### src/rtl/tcs_scan_sequencer.sv
// Colour-sensor scan sequencer: steps the TCS3200 filters red/blue/green/clear,
// counts frequency edges per gated window and publishes one coherent frame.
module tcs_scan_sequencer #(
  parameter int         SETTLE_CYCLES = 1_000_000,
  parameter int         GATE_CYCLES   = 12_500_000,
  parameter int         CNT_W         = 25,
  parameter logic [1:0] SCALE         = 2'b10
) (
  input  logic             clk,
  input  logic             rst,
  input  logic             start,
  input  logic             continuous,
  input  logic             freq_in,
  output logic             select0,
  output logic             select1,
  output logic             select2,
  output logic             select3,
  output logic             oe_n,
  output logic             busy,
  output logic             frame_valid,
  output logic [CNT_W-1:0] red,
  output logic [CNT_W-1:0] blue,
  output logic [CNT_W-1:0] green,
  output logic [CNT_W-1:0] clear,
  output logic             overflow
);

  localparam int MAXC  = (GATE_CYCLES > SETTLE_CYCLES) ?
                         GATE_CYCLES : SETTLE_CYCLES;
  localparam int CYC_W = $clog2(MAXC + 1);
  localparam logic [CYC_W-1:0] SET_LAST  = CYC_W'(SETTLE_CYCLES - 1);
  localparam logic [CYC_W-1:0] GATE_LAST = CYC_W'(GATE_CYCLES - 1);
  localparam logic [CNT_W-1:0] CNT_MAX   = '1;

  typedef enum logic [2:0] {
    S_IDLE,
    S_SETTLE,
    S_GATE,
    S_STORE,
    S_DONE
  } state_t;

  state_t           state_q;
  logic [1:0]       chan_q;
  logic [CYC_W-1:0] cyc_q;
  logic [CNT_W-1:0] cnt_q;
  logic             ovf_q;
  logic [1:0]       sync_q;
  logic             prev_q;
  logic [CNT_W-1:0] sh_red_q;
  logic [CNT_W-1:0] sh_blue_q;
  logic [CNT_W-1:0] sh_green_q;
  logic [1:0]       sel01_q;
  logic [1:0]       sel23_q;
  logic             oe_n_q;
  logic             busy_q;
  logic             fv_q;
  logic [CNT_W-1:0] red_q;
  logic [CNT_W-1:0] blue_q;
  logic [CNT_W-1:0] green_q;
  logic [CNT_W-1:0] clear_q;
  logic             ovo_q;
  logic             rise;

  // {S2,S3} per channel index: red, blue, green, clear
  function automatic logic [1:0] filt(input logic [1:0] ch);
    logic [1:0] f;
    case (ch)
      2'd0:    f = 2'b00;
      2'd1:    f = 2'b01;
      2'd2:    f = 2'b11;
      default: f = 2'b10;
    endcase
    return f;
  endfunction

  assign rise = sync_q[1] & ~prev_q;

  always_ff @(posedge clk) begin
    if (rst) begin
      state_q    <= S_IDLE;
      chan_q     <= 2'd0;
      cyc_q      <= '0;
      cnt_q      <= '0;
      ovf_q      <= 1'b0;
      sync_q     <= 2'b00;
      prev_q     <= 1'b0;
      sh_red_q   <= '0;
      sh_blue_q  <= '0;
      sh_green_q <= '0;
      sel01_q    <= 2'b00;
      sel23_q    <= 2'b00;
      oe_n_q     <= 1'b1;
      busy_q     <= 1'b0;
      fv_q       <= 1'b0;
      red_q      <= '0;
      blue_q     <= '0;
      green_q    <= '0;
      clear_q    <= '0;
      ovo_q      <= 1'b0;
    end else begin
      sync_q <= {sync_q[0], freq_in};
      prev_q <= sync_q[1];
      fv_q   <= 1'b0;
      unique case (state_q)
        S_IDLE: begin
          if (start || continuous) begin
            state_q <= S_SETTLE;
            chan_q  <= 2'd0;
            cyc_q   <= '0;
            sel01_q <= SCALE;
            sel23_q <= filt(2'd0);
            oe_n_q  <= 1'b0;
            busy_q  <= 1'b1;
          end
        end
        S_SETTLE: begin
          if (cyc_q == SET_LAST) begin
            cyc_q   <= '0;
            state_q <= S_GATE;
          end else begin
            cyc_q <= cyc_q + 1'b1;
          end
        end
        S_GATE: begin
          if (rise) begin
            if (cnt_q == CNT_MAX) ovf_q <= 1'b1;
            else                  cnt_q <= cnt_q + 1'b1;
          end
          if (cyc_q == GATE_LAST) begin
            cyc_q   <= '0;
            state_q <= S_STORE;
          end else begin
            cyc_q <= cyc_q + 1'b1;
          end
        end
        S_STORE: begin
          cnt_q  <= '0;
          chan_q <= chan_q + 2'd1;
          case (chan_q)
            2'd0:    sh_red_q   <= cnt_q;
            2'd1:    sh_blue_q  <= cnt_q;
            2'd2:    sh_green_q <= cnt_q;
            default: ;
          endcase
          // clear goes straight out so the whole frame lands together
          if (chan_q == 2'd3) begin
            state_q <= S_DONE;
            red_q   <= sh_red_q;
            blue_q  <= sh_blue_q;
            green_q <= sh_green_q;
            clear_q <= cnt_q;
            ovo_q   <= ovf_q;
            ovf_q   <= 1'b0;
            fv_q    <= 1'b1;
          end else begin
            state_q <= S_SETTLE;
            sel23_q <= filt(chan_q + 2'd1);
          end
        end
        S_DONE: begin
          if (continuous) begin
            state_q <= S_SETTLE;
            chan_q  <= 2'd0;
            sel23_q <= filt(2'd0);
          end else begin
            state_q <= S_IDLE;
            sel01_q <= 2'b00;
            sel23_q <= 2'b00;
            oe_n_q  <= 1'b1;
            busy_q  <= 1'b0;
          end
        end
        default: state_q <= S_IDLE;
      endcase
    end
  end

  assign select0     = sel01_q[1];
  assign select1     = sel01_q[0];
  assign select2     = sel23_q[1];
  assign select3     = sel23_q[0];
  assign oe_n        = oe_n_q;
  assign busy        = busy_q;
  assign frame_valid = fv_q;
  assign red         = red_q;
  assign blue        = blue_q;
  assign green       = green_q;
  assign clear       = clear_q;
  assign overflow    = ovo_q;

endmodule

### config.mk
export PLATFORM = sky130hd
export DESIGN_NAME = tcs_scan_sequencer
export DESIGN_NICKNAME = d
export VERILOG_FILES = /design/src/rtl/tcs_scan_sequencer.sv
export SDC_FILE = /design/constraint.sdc
export NUM_CORES = 1
export LEC_CHECK = 0
export CAP_MARGIN = 20
export CELL_PAD_IN_SITES_DETAIL_PLACEMENT = 0
export CELL_PAD_IN_SITES_GLOBAL_PLACEMENT = 1
export CORE_ASPECT_RATIO = 1.1
export CORE_UTILIZATION = 33
export CTS_CLUSTER_DIAMETER = 80
export DETAILED_ROUTE_END_ITERATION = 10
export PLACE_DENSITY_LB_ADDON = 0.1
export SYNTH_ARGS = -nofsm -noshare
export SYNTH_HDL_FRONTEND = slang
export SYNTH_SLANG_ARGS = --single-unit
### constraint.sdc
create_clock -name clk -period 4.6 [get_ports clk]
set_input_delay 0.92 -clock clk [delete_from_list [all_inputs] [get_ports clk]]
set_output_delay 0.92 -clock clk [all_outputs]
set_load 0.05 [all_outputs]
# After elaboration in Yosys (flattened, before gate mapping)
# Index checks and enable logic that the tools add are counted.
dict set report classes {
  n_addsub 3
  n_eq_ne 22
  mux 33
  n_bitwise 3
  n_reduce_logical 20
}
# operator count
set ops {}
lappend ops {{two-way mux 24 bit} 3}
lappend ops {{one-hot mux 24 bit (3 select lines)} 1}
lappend ops {{two-way mux 25 bit} 2}
lappend ops {{one-hot mux 25 bit (2 select lines)} 1}
lappend ops {{adder 25 x 1 -> 25 bit, second input constant} 1}
lappend ops {{== test 25 bit, second input constant} 1}
lappend ops {{adder 24 x 1 -> 24 bit, second input constant} 1}
lappend ops {{== test 24 x 20 -> 1 bit, second input constant} 1}
lappend ops {{== test 24 bit, second input constant} 1}
lappend ops {{inequality test 2 bit, second input constant} 10}
lappend ops {{one-hot mux 2 bit (3 select lines)} 3}
lappend ops {{one-hot mux 3 bit (5 select lines)} 1}
lappend ops {{AND reduction 3 bit} 5}
lappend ops {{two-way mux 3 bit} 4}
lappend ops {{two-way mux 2 bit} 5}
lappend ops {{AND reduction 2 bit} 5}
lappend ops {{two-way mux 1 bit} 9}
lappend ops {{== test 2 bit, second input constant} 3}
lappend ops {{== test 3 x 2 -> 1 bit, second input constant} 2}
lappend ops {{one-hot mux 1 bit (2 select lines)} 3}
lappend ops {{nonzero test 3 bit} 2}
lappend ops {{== test 2 x 1 -> 1 bit, second input constant} 2}
lappend ops {{logical NOT 2 bit} 2}
lappend ops {{one-hot mux 2 bit (2 select lines)} 1}
lappend ops {{other kinds (10)} 12}
dict set report totals {
  ff_bits 241
  in_bits 5
  output_inout_bits 108
  word_cells 101
}

# Depth between registers and ports, before layout
# Gate-level depths: netlist of run 1.
dict set report logic_depth {
  ltp_word 5
  mapped_depth 7
}

# Least setup slack after synthesis of run 1
# No wires, ideal clock.
dict set report synth_path {
  path_kind {reg2reg}
  startpoint {reg cnt_q[0]}
  endpoint {reg cnt_q[1]}
  setup_time_ns 0.132
  t_arrival_ns 2.053
  t_required_ns 4.468
  path_slack_ns 2.415
  path_stages_with_launch 7
  n_path_buf 0
  path_cell_list {dfxtp_1 -> ha_1 -> nand4_1 -> nor4_2 -> a21o_1 -> or3b_2 -> a21oi_1}
}
dict set report synth_via {
  elab_chain_len 4
}
# item line_no
set synth_rtl {}
lappend synth_rtl {{start: declaration} 46} ;# logic [CNT_W-1:0] cnt_q;
lappend synth_rtl {{start signal: assignment} 128} ;# else cnt_q <= cnt_q + 1'b1;
lappend synth_rtl {{adder 25 x 1 -> 25 bit} 128}
lappend synth_rtl {{two-way mux 25 bit} 127} ;# if (cnt_q == CNT_MAX) ovf_q <= 1'b1;
lappend synth_rtl {{two-way mux 25 bit} 126} ;# if (rise) begin
lappend synth_rtl {{one-hot mux 25 bit (2 select lines)} 105} ;# unique case (state_q)
# Parallel ways exist; a longest one is shown, timed or not. The select of a mux whose other input is x is not followed.
# A chain may end at the register's enable or synchronous reset.

# Final worst setup path of run 1
dict set report layout_path {
  startpoint {reg cnt_q[14]}
  endpoint {reg cnt_q[10]}
}
dict set report layout_via {
  elab_chain_len 3
}
# item line_no
set layout_rtl {}
lappend layout_rtl {{== test 25 bit} 127}
lappend layout_rtl {{inequality test 2 bit (no line)} --}
lappend layout_rtl {{AND reduction 3 bit (no line)} --}
# Every way passes these cells.

==> results of run 1 <==
[power groups by stage]
stage	Combinational [uW]	Sequential [uW]	Clock, uW
4_1_cts	81.7	2080	2160
2_1_floorplan	62.7	2130	0
6_report	83.3	2080	2100
5_1_grt	90.7	2080	2240
3_5_place_dp	81.5	2130	0
3_3_place_gp	82.3	2130	0
[state kept, by name, indices dropped and copies added (netlist names)]
| signal | count |
|---|---|
| oe_n | 1 |
| prev_q | 1 |
| cnt_q | 25 |
| sel23_q | 2 |
| sh_green_q | 25 |
| overflow | 1 |
| sel01_q | 1 |
| red | 25 |
| ovf_q | 1 |
| blue | 25 |
| frame_valid | 1 |
| state_q | 3 |
| sh_blue_q | 25 |
| green | 25 |
| clear | 25 |
| chan_q | 2 |
| cyc_q | 24 |
| sync_q | 2 |
| sh_red_q | 25 |
[critical path: stages (launching register included)]
cell and delay, ns:
dfxtp_1 0.77, nand4_1 0.33, nor4_2 0.95, a21o_1 0.39, o21ai_0 0.13, a21oi_1 0.15
[logic make-up after synthesis]
logic type	after synthesis
buf+inv	101
flops	239
fa+ha+maj	6
compound gates	232
mux	1
simple gates	537
xor+xnor	39
other cells	1
[Yosys cell counts, drive strengths merged (2+ instances only)]
master / n
nand2: 379
dfxtp: 239
a21oi: 189
clkbuf: 77
nor2: 56
xnor2: 21
nand4: 20
xor2: 18
and2: 16
nand3: 16
buf: 12
inv: 11
a211oi: 8
nor3: 7
nor4: 7
and4: 6
ha: 6
or3: 6
a2111oi: 5
nor2b: 5
o21ai: 5
or4: 5
a22oi: 4
and3: 4
a31oi: 3
o31ai: 3
a21o: 2
a41o: 2
nand2b: 2
nand3b: 2
nor4b: 2
o2111ai: 2
o21a: 2
or3b: 2
[metal layers]
metal  track usage [%]  part of all wire (%)  up-vias
met5                 0                     0        -
met4              4.05                   1.6        0
met3              2.20                   3.1       29
met2              30.6                    46      113
met1              24.8                    49     3642
li1                  -                     -     3942
[layout by cell type, fill, tap and decap left out, types with 8 or more instances in the layout]
master           Yosys  routed
nand3_1             16      16
clkdlybuf4s50_1      0     110
clkbuf_8             0       9
nor2_1              56      56
xor2_1              18      18
clkbuf_16            0      27
a211oi_1             8       8
nand4_1             20      20
xnor2_1             21      21
a21oi_1            189     189
nand2_1            379     378
and2_1              14      13
inv_1               11      11
dfxtp_1            239     239
[through the flow]
stage | total power (uW) | instances | hold slack [ns]
floorplan | 2190 | 1156 | 0.414
finish | 4260 | 1593 | 0.452
global placement | 2210 | 1546 | 0.440
global route | 4410 | 1593 | 0.469
CTS | 4320 | 1592 | 0.452
detailed placement | 2210 | 1546 | 0.445
[worst max path at each step]
stage / from / to / slack [ns]
2_1_floorplan: cnt_q[0]$_SDFFE_PP0P_ / cnt_q[1]$_SDFFE_PP0P_ / 2.42
3_3_place_gp: continuous / cyc_q[22]$_SDFFE_PP0P_ / 1.63
3_5_place_dp: continuous / cyc_q[10]$_SDFFE_PP0P_ / 1.59
4_1_cts: state_q[0]$_SDFFE_PP0P_ / clear[8]$_SDFFE_PP0P_ / 1.77
5_1_grt: state_q[0]$_SDFFE_PP0P_ / red[0]$_SDFFE_PP0P_ / 1.52
6_report: cnt_q[14]$_SDFFE_PP0P_ / cnt_q[10]$_SDFFE_PP0P_ / 1.79
[layout make-up]
type / count / area [sq um]
Clock inverter: 4 / 45.0
Clock buffer: 42 / 822
Fill cell: 2938 / 16300
Multi-Input combinational cell: 816 / 4060
Tap cell: 363 / 454
Inverter: 11 / 41.3
Timing Repair Buffer: 118 / 1180
Sequential cell: 239 / 4780
==> qor.yml, run 1 <==
cts:
  post_cts_resized: 0
  cts_setup_buffers: 0
  ctsHoldBuffers: 0
  root_buffer: "clkbuf_16"
  cts_tree: "yes"
  clk_latency_ns: 0.52
  cts.clk_slew.worst_paths_ns: 0.06
  cts.sinks: 239
  clk_path_buf_depth: 3
  htreeDepth: 1
  cts_buffers: 26
setup_path:
  r2r_slack_ns: 1.79
  critical_path_arrival_ns: 3.24
  startpoint_type: "flip-flop"
  worstSetupPathType: "flip-flop to flip-flop"
  cp.required_ns: 5.04
  cp-end-kind: "flip-flop"
  cp_max_fo: 10
  reg2reg_from: "cnt_q[14]$_SDFFE_PP0P_"
  ff2ff_path_depth: 5
  r2r-end: "cnt_q[10]$_SDFFE_PP0P_"
power:
  p_int_uw: 3360
  swShare_pct: 21.1
  switchingPower_uw: 900
  p_clk_share_pct: 49.2
  ir_drop_mv: 0.182
  power_frac_comb_pct: 2.0
  p_seq_share_pct: 48.8
  cellPowerDensity_nw_per_um2: 374
  p_leak_uw: 0.00366
layout:
  stdcell_area_sq_um: 11400
  antennaDiodeCount: 0
  drive_gt1_share_pct: 5.28
  syn2layout_area_growth_pct: 22.8
  postLayoutCoreUtil_pct: 41.1
  layout.nets: 1223
synthesis:
  syn_area_sq_um: 9280
  ys_ff_latch: 239
  synth_top_family_by_area: "simple AND/OR/NAND/NOR gates"
  synth_ff_type: "dfxtp_1"
  synthTopCellsByArea: "dfxtp_1 52%, nand2_1 15%, a21oi_1 10%"
  seq_area_frac_synth_pct: 51.6
  synth_top_area_share_pct: 51.6
  synth.avg_cell_area_sq_um: 8.03
  synth.area.mux_share_pct: 0.108
  synth_simple_gate_area_share_pct: 25.0
  synth_edf_count: 0
  synth-warning-count: 0
  synthesis.instances: 1156
  synth_adder_area_share_pct: 0.809
  synth_nets: 1167
  synth_compound_area_share_pct: 14.1
  synth_top_area_cell: "dfxtp_1"
  async_flop_share_pct: 0
  synth_xor_area_share_pct: 3.68
  synth.distinct_cells: 62
sta:
  min_period_over_period_pct: 61.0
  fmax_mhz: 356
  setup_viol: 0
  tightest_slew_ns: 1.02
  drv_slew: 0
  tns_ns: 0
  period_minus_slack_ns: 2.81
  final_hold_viol_count: 0
  relSlewSlack_pct: 32.0
  fin_ws_ns: 1.79
  rsz0062_at_grt: "no"
  fin_skew_ns: 0.00851
grt:
  grt_antenna_before_repair: 1
  overflow: 0
  grt_max_degree: 105
  grt_pass1_vias: 7356
  grt_use_total_pct: 18.2
  grt_pass1_wl_um: 41100
min_path:
  min_path_cells: 2
  min_to: "green[9]$_SDFFE_PP0P_"
  min_path_type: "flip-flop to flip-flop"
  worstHoldStart: "green[9]$_SDFFE_PP0P_"
floorplan:
  die_h_um: 178
  dieWidth_um: 162
  core_sq_um: 27700
  rows: 64
  ios: 113
  dieArea_sq_um: 28800
  start_util_pct: 33.5
route:
  drt_iter0_drc: 390
  remaining_drc_errors: 0
  via_per_inst: 4.85
  num_vias: 7726
  wl_per_cell_um: 16.4
  antenna_left: 0
  dr.pass1.iters: 5
  wl_um: 26200
placed_design:
  place_ws_ns: 1.59
  dp_hpwl_um: 16000
  io_buffers: 111
  dpl_cell_area_sq_um: 10500
  finalWeightedCongestion: 0.758
outcome:
  outcome: "completed"
job:
  drv_cap: 0
No activity file was read; power rests on OpenSTA's default activity.
==> run 2: changes to the inputs <==
==> constraint.sdc (replaced) <==
create_clock -name clk -period 2.65 [get_ports clk]
set_input_delay 0.53 -clock clk [delete_from_list [all_inputs] [get_ports clk]]
set_output_delay 0.53 -clock clk [all_outputs]
set_load 0.05 [all_outputs]
==> run 2 against run 1 <==
Combinational power grew 92%. Power rose by 74%. Highest routed layer unchanged. Sequential share of layout area down 1.4 points. Critical endpoint is now cnt_q[1]$_SDFFE_PP0P_.
==> qor.yml, run 2 (same netlist as run 1, synthesis figures left out) <==
floorplan:
  dieArea_sq_um: 28800  # unchanged
  start_util_pct: 33.5  # unchanged
  ios: 113  # unchanged
  rows: 64  # unchanged
  die_h_um: 178  # unchanged
  dieWidth_um: 162  # unchanged
  core_sq_um: 27700  # unchanged
route:
  remaining_drc_errors: 0  # unchanged
  wl_um: 27000  # was 26200 um
  dr.pass1.iters: 4  # was 5
  drt_iter0_drc: 465  # was 390
  num_vias: 7923  # was 7726
  wl_per_cell_um: 16.5  # was 16.4 um
  antenna_left: 0  # unchanged
  via_per_inst: 4.83  # was 4.85
sta:
  fmax_mhz: 406  # was 356 MHz
  setup_viol: 0  # unchanged
  drv_slew: 0  # unchanged
  period_minus_slack_ns: 2.46  # was 2.81 ns
  rsz0062_at_grt: "no"  # unchanged
  tns_ns: 0  # unchanged
  relSlewSlack_pct: 34.8  # was 32.0%
  fin_skew_ns: 0.0153  # was 0.00851 ns
  tightest_slew_ns: 0.977  # was 1.02 ns
  final_hold_viol_count: 0  # unchanged
  min_period_over_period_pct: 92.8  # was 61.0%
setup_path:
  max_stage_delay_ns: 0.48  # was 0.95 ns
  cp-end-kind: "flip-flop"  # unchanged
  cp.required_ns: 3.03  # was 5.04 ns
  cp_max_fo: 9  # was 10
  crit_chain: "ha_1 -> nand4_1 -> nor4_2 -> buf_4 -> a21o_1 -> or3b_2 -> a21oi_1"  # was nand4_1 -> nor4_2 -> a21o_1 -> o21ai_0 -> a21oi_1
  critical_path_arrival_ns: 2.84  # was 3.24 ns
  worstSetupPathType: "flip-flop to flip-flop"  # unchanged
  cpMaxStageDelayCell: "nor4_2"  # unchanged
  startpoint_type: "flip-flop"  # unchanged
layout:
  antennaDiodeCount: 0  # unchanged
  final_cells: 1639  # was 1593
  layout.nets: 1269  # was 1223
  layout_common_cells: "378 x nand2_1, 239 x dfxtp_1, 189 x a21oi_1"  # unchanged
  drive_gt1_share_pct: 8.62  # was 5.28%
  layout_commonest_cell: "nand2_1"  # unchanged
  syn2layout_area_growth_pct: 26.9  # was 22.8%
  stdcell_area_sq_um: 11800  # was 11400 sq um
grt:
  grt_use_total_pct: 18.5  # was 18.2%
  grt_pass1_wl_um: 42000  # was 41100 um
  grt_max_degree: 191  # was 105
  grt_pass1_vias: 7587  # was 7356
  overflow: 0  # unchanged
  grt_antenna_before_repair: 0  # was 1
cts:
  cts.sinks: 239  # unchanged
  htreeDepth: 1  # unchanged
  cts_tree: "yes"  # unchanged
  cts_buffers: 27  # was 26
  clk_latency_ns: 0.54  # was 0.52 ns
  clk_path_buf_depth: 3  # unchanged
  cts.clk_slew.worst_paths_ns: 0.06  # about the same
  cts_setup_buffers: 0  # unchanged
  root_buffer: "clkbuf_16"  # unchanged
placed_design:
  place_inst: 1591  # was 1546
  dpl_cell_area_sq_um: 10900  # was 10500 sq um
  dp_hpwl_um: 17100  # was 16000 um
  finalWeightedCongestion: 0.780  # was 0.758
  io_buffers: 111  # unchanged
job:
  drv_cap: 0  # unchanged
min_path:
  min_path_type: "primary input to flip-flop"  # was flip-flop to flip-flop
power:
  p_leak_uw: 0.00389  # was 0.00366 uW
  cellPowerDensity_nw_per_um2: 631  # was 374 nW/um^2
  finalPower_uw: 7430  # was 4260 uW
  ir_drop_mv: 0.372  # was 0.182 mV
outcome:
  outcome: "completed"  # unchanged
run 2: cell count changes in the layout (fill, tap and decap cells not counted), sizes merged:
| cell | change |
|---|---|
| buf | +44 |
| clkinv | -1 |
| clkinvlp | +1 |
| inv | +1 |
| o31ai | +1 |
run 2: path summary, 6_finish.rpt:
check,start,to,slack (ns),cells after the start
max,cnt_q[0]$_SDFFE_PP0P_,cnt_q[1]$_SDFFE_PP0P_,0.19,7
min,rst,sel01_q[1]$_SDFFE_PP0P_,0.22,2
max reg2reg,cnt_q[0]$_SDFFE_PP0P_,cnt_q[1]$_SDFFE_PP0P_,0.19,7
min reg2reg,sh_green_q[7]$_SDFFE_PP0P_,green[7]$_SDFFE_PP0P_,0.45,2
run 2: final cells by class:
cell class	instances	area, sq um
fill	2958	15900
sequential	239	4780
multi-input combinational	817	4090
timing repair buffer	162	1550
clock buffer	42	812
tap	363	454
clock inverter	5	56.3
inverter	11	41.3
run 2: power breakdown:
| part | leakage [uW] | total, uW | internal [uW] | switching [uW] |
|---|---|---|---|---|
| clock network | 0.000425 | 3660 | 2180 | 1480 |
| registers | 0.00193 | 3610 | 3600 | 9.66 |
| logic | 0.00154 | 160 | 41.5 | 118 |
| total | 0.00389 | 7430 | 5830 | 1600 |
run 2: repair_timing:
action	CTS	global route
pin swaps	1	1
endpoints found under the setup margin	6	23
resized for setup	0	1
gates cloned	0	1
hold buffers	0	0
run 2: worst max-delay path, delay by kind of cell (launching register included):
kind / cells / cell delay (ns)
fa+ha+maj: 1 / 0.30
simple gates: 3 / 0.95
compound gates: 2 / 0.35
flops: 1 / 0.46
buf+inv: 1 / 0.24
run 2: through the flow:
| stage | hold slack [ns] | setup slack (ns) | utilization, % |
|---|---|---|---|
| 2_1_floorplan | 0.414 | 0.465 | - |
| 3_3_place_gp | 0.439 | 0.0634 | 39.3 |
| 3_5_place_dp | 0.445 | -0.0183 | 39.3 |
| 4_1_cts | 0.202 | 0.00168 | 42.4 |
| 5_1_grt | 0.210 | 0.0561 | 42.5 |
| 6_report | 0.219 | 0.190 | 42.5 |
run 2: per-layer routing:
metal	up-vias	routed length (um)	GRT usage (%)
li1	4021	-	-
met1	3737	12800	25.1
met2	131	12500	30.7
met3	34	1130	2.57
met4	0	482	4.80
met5	-	0	0
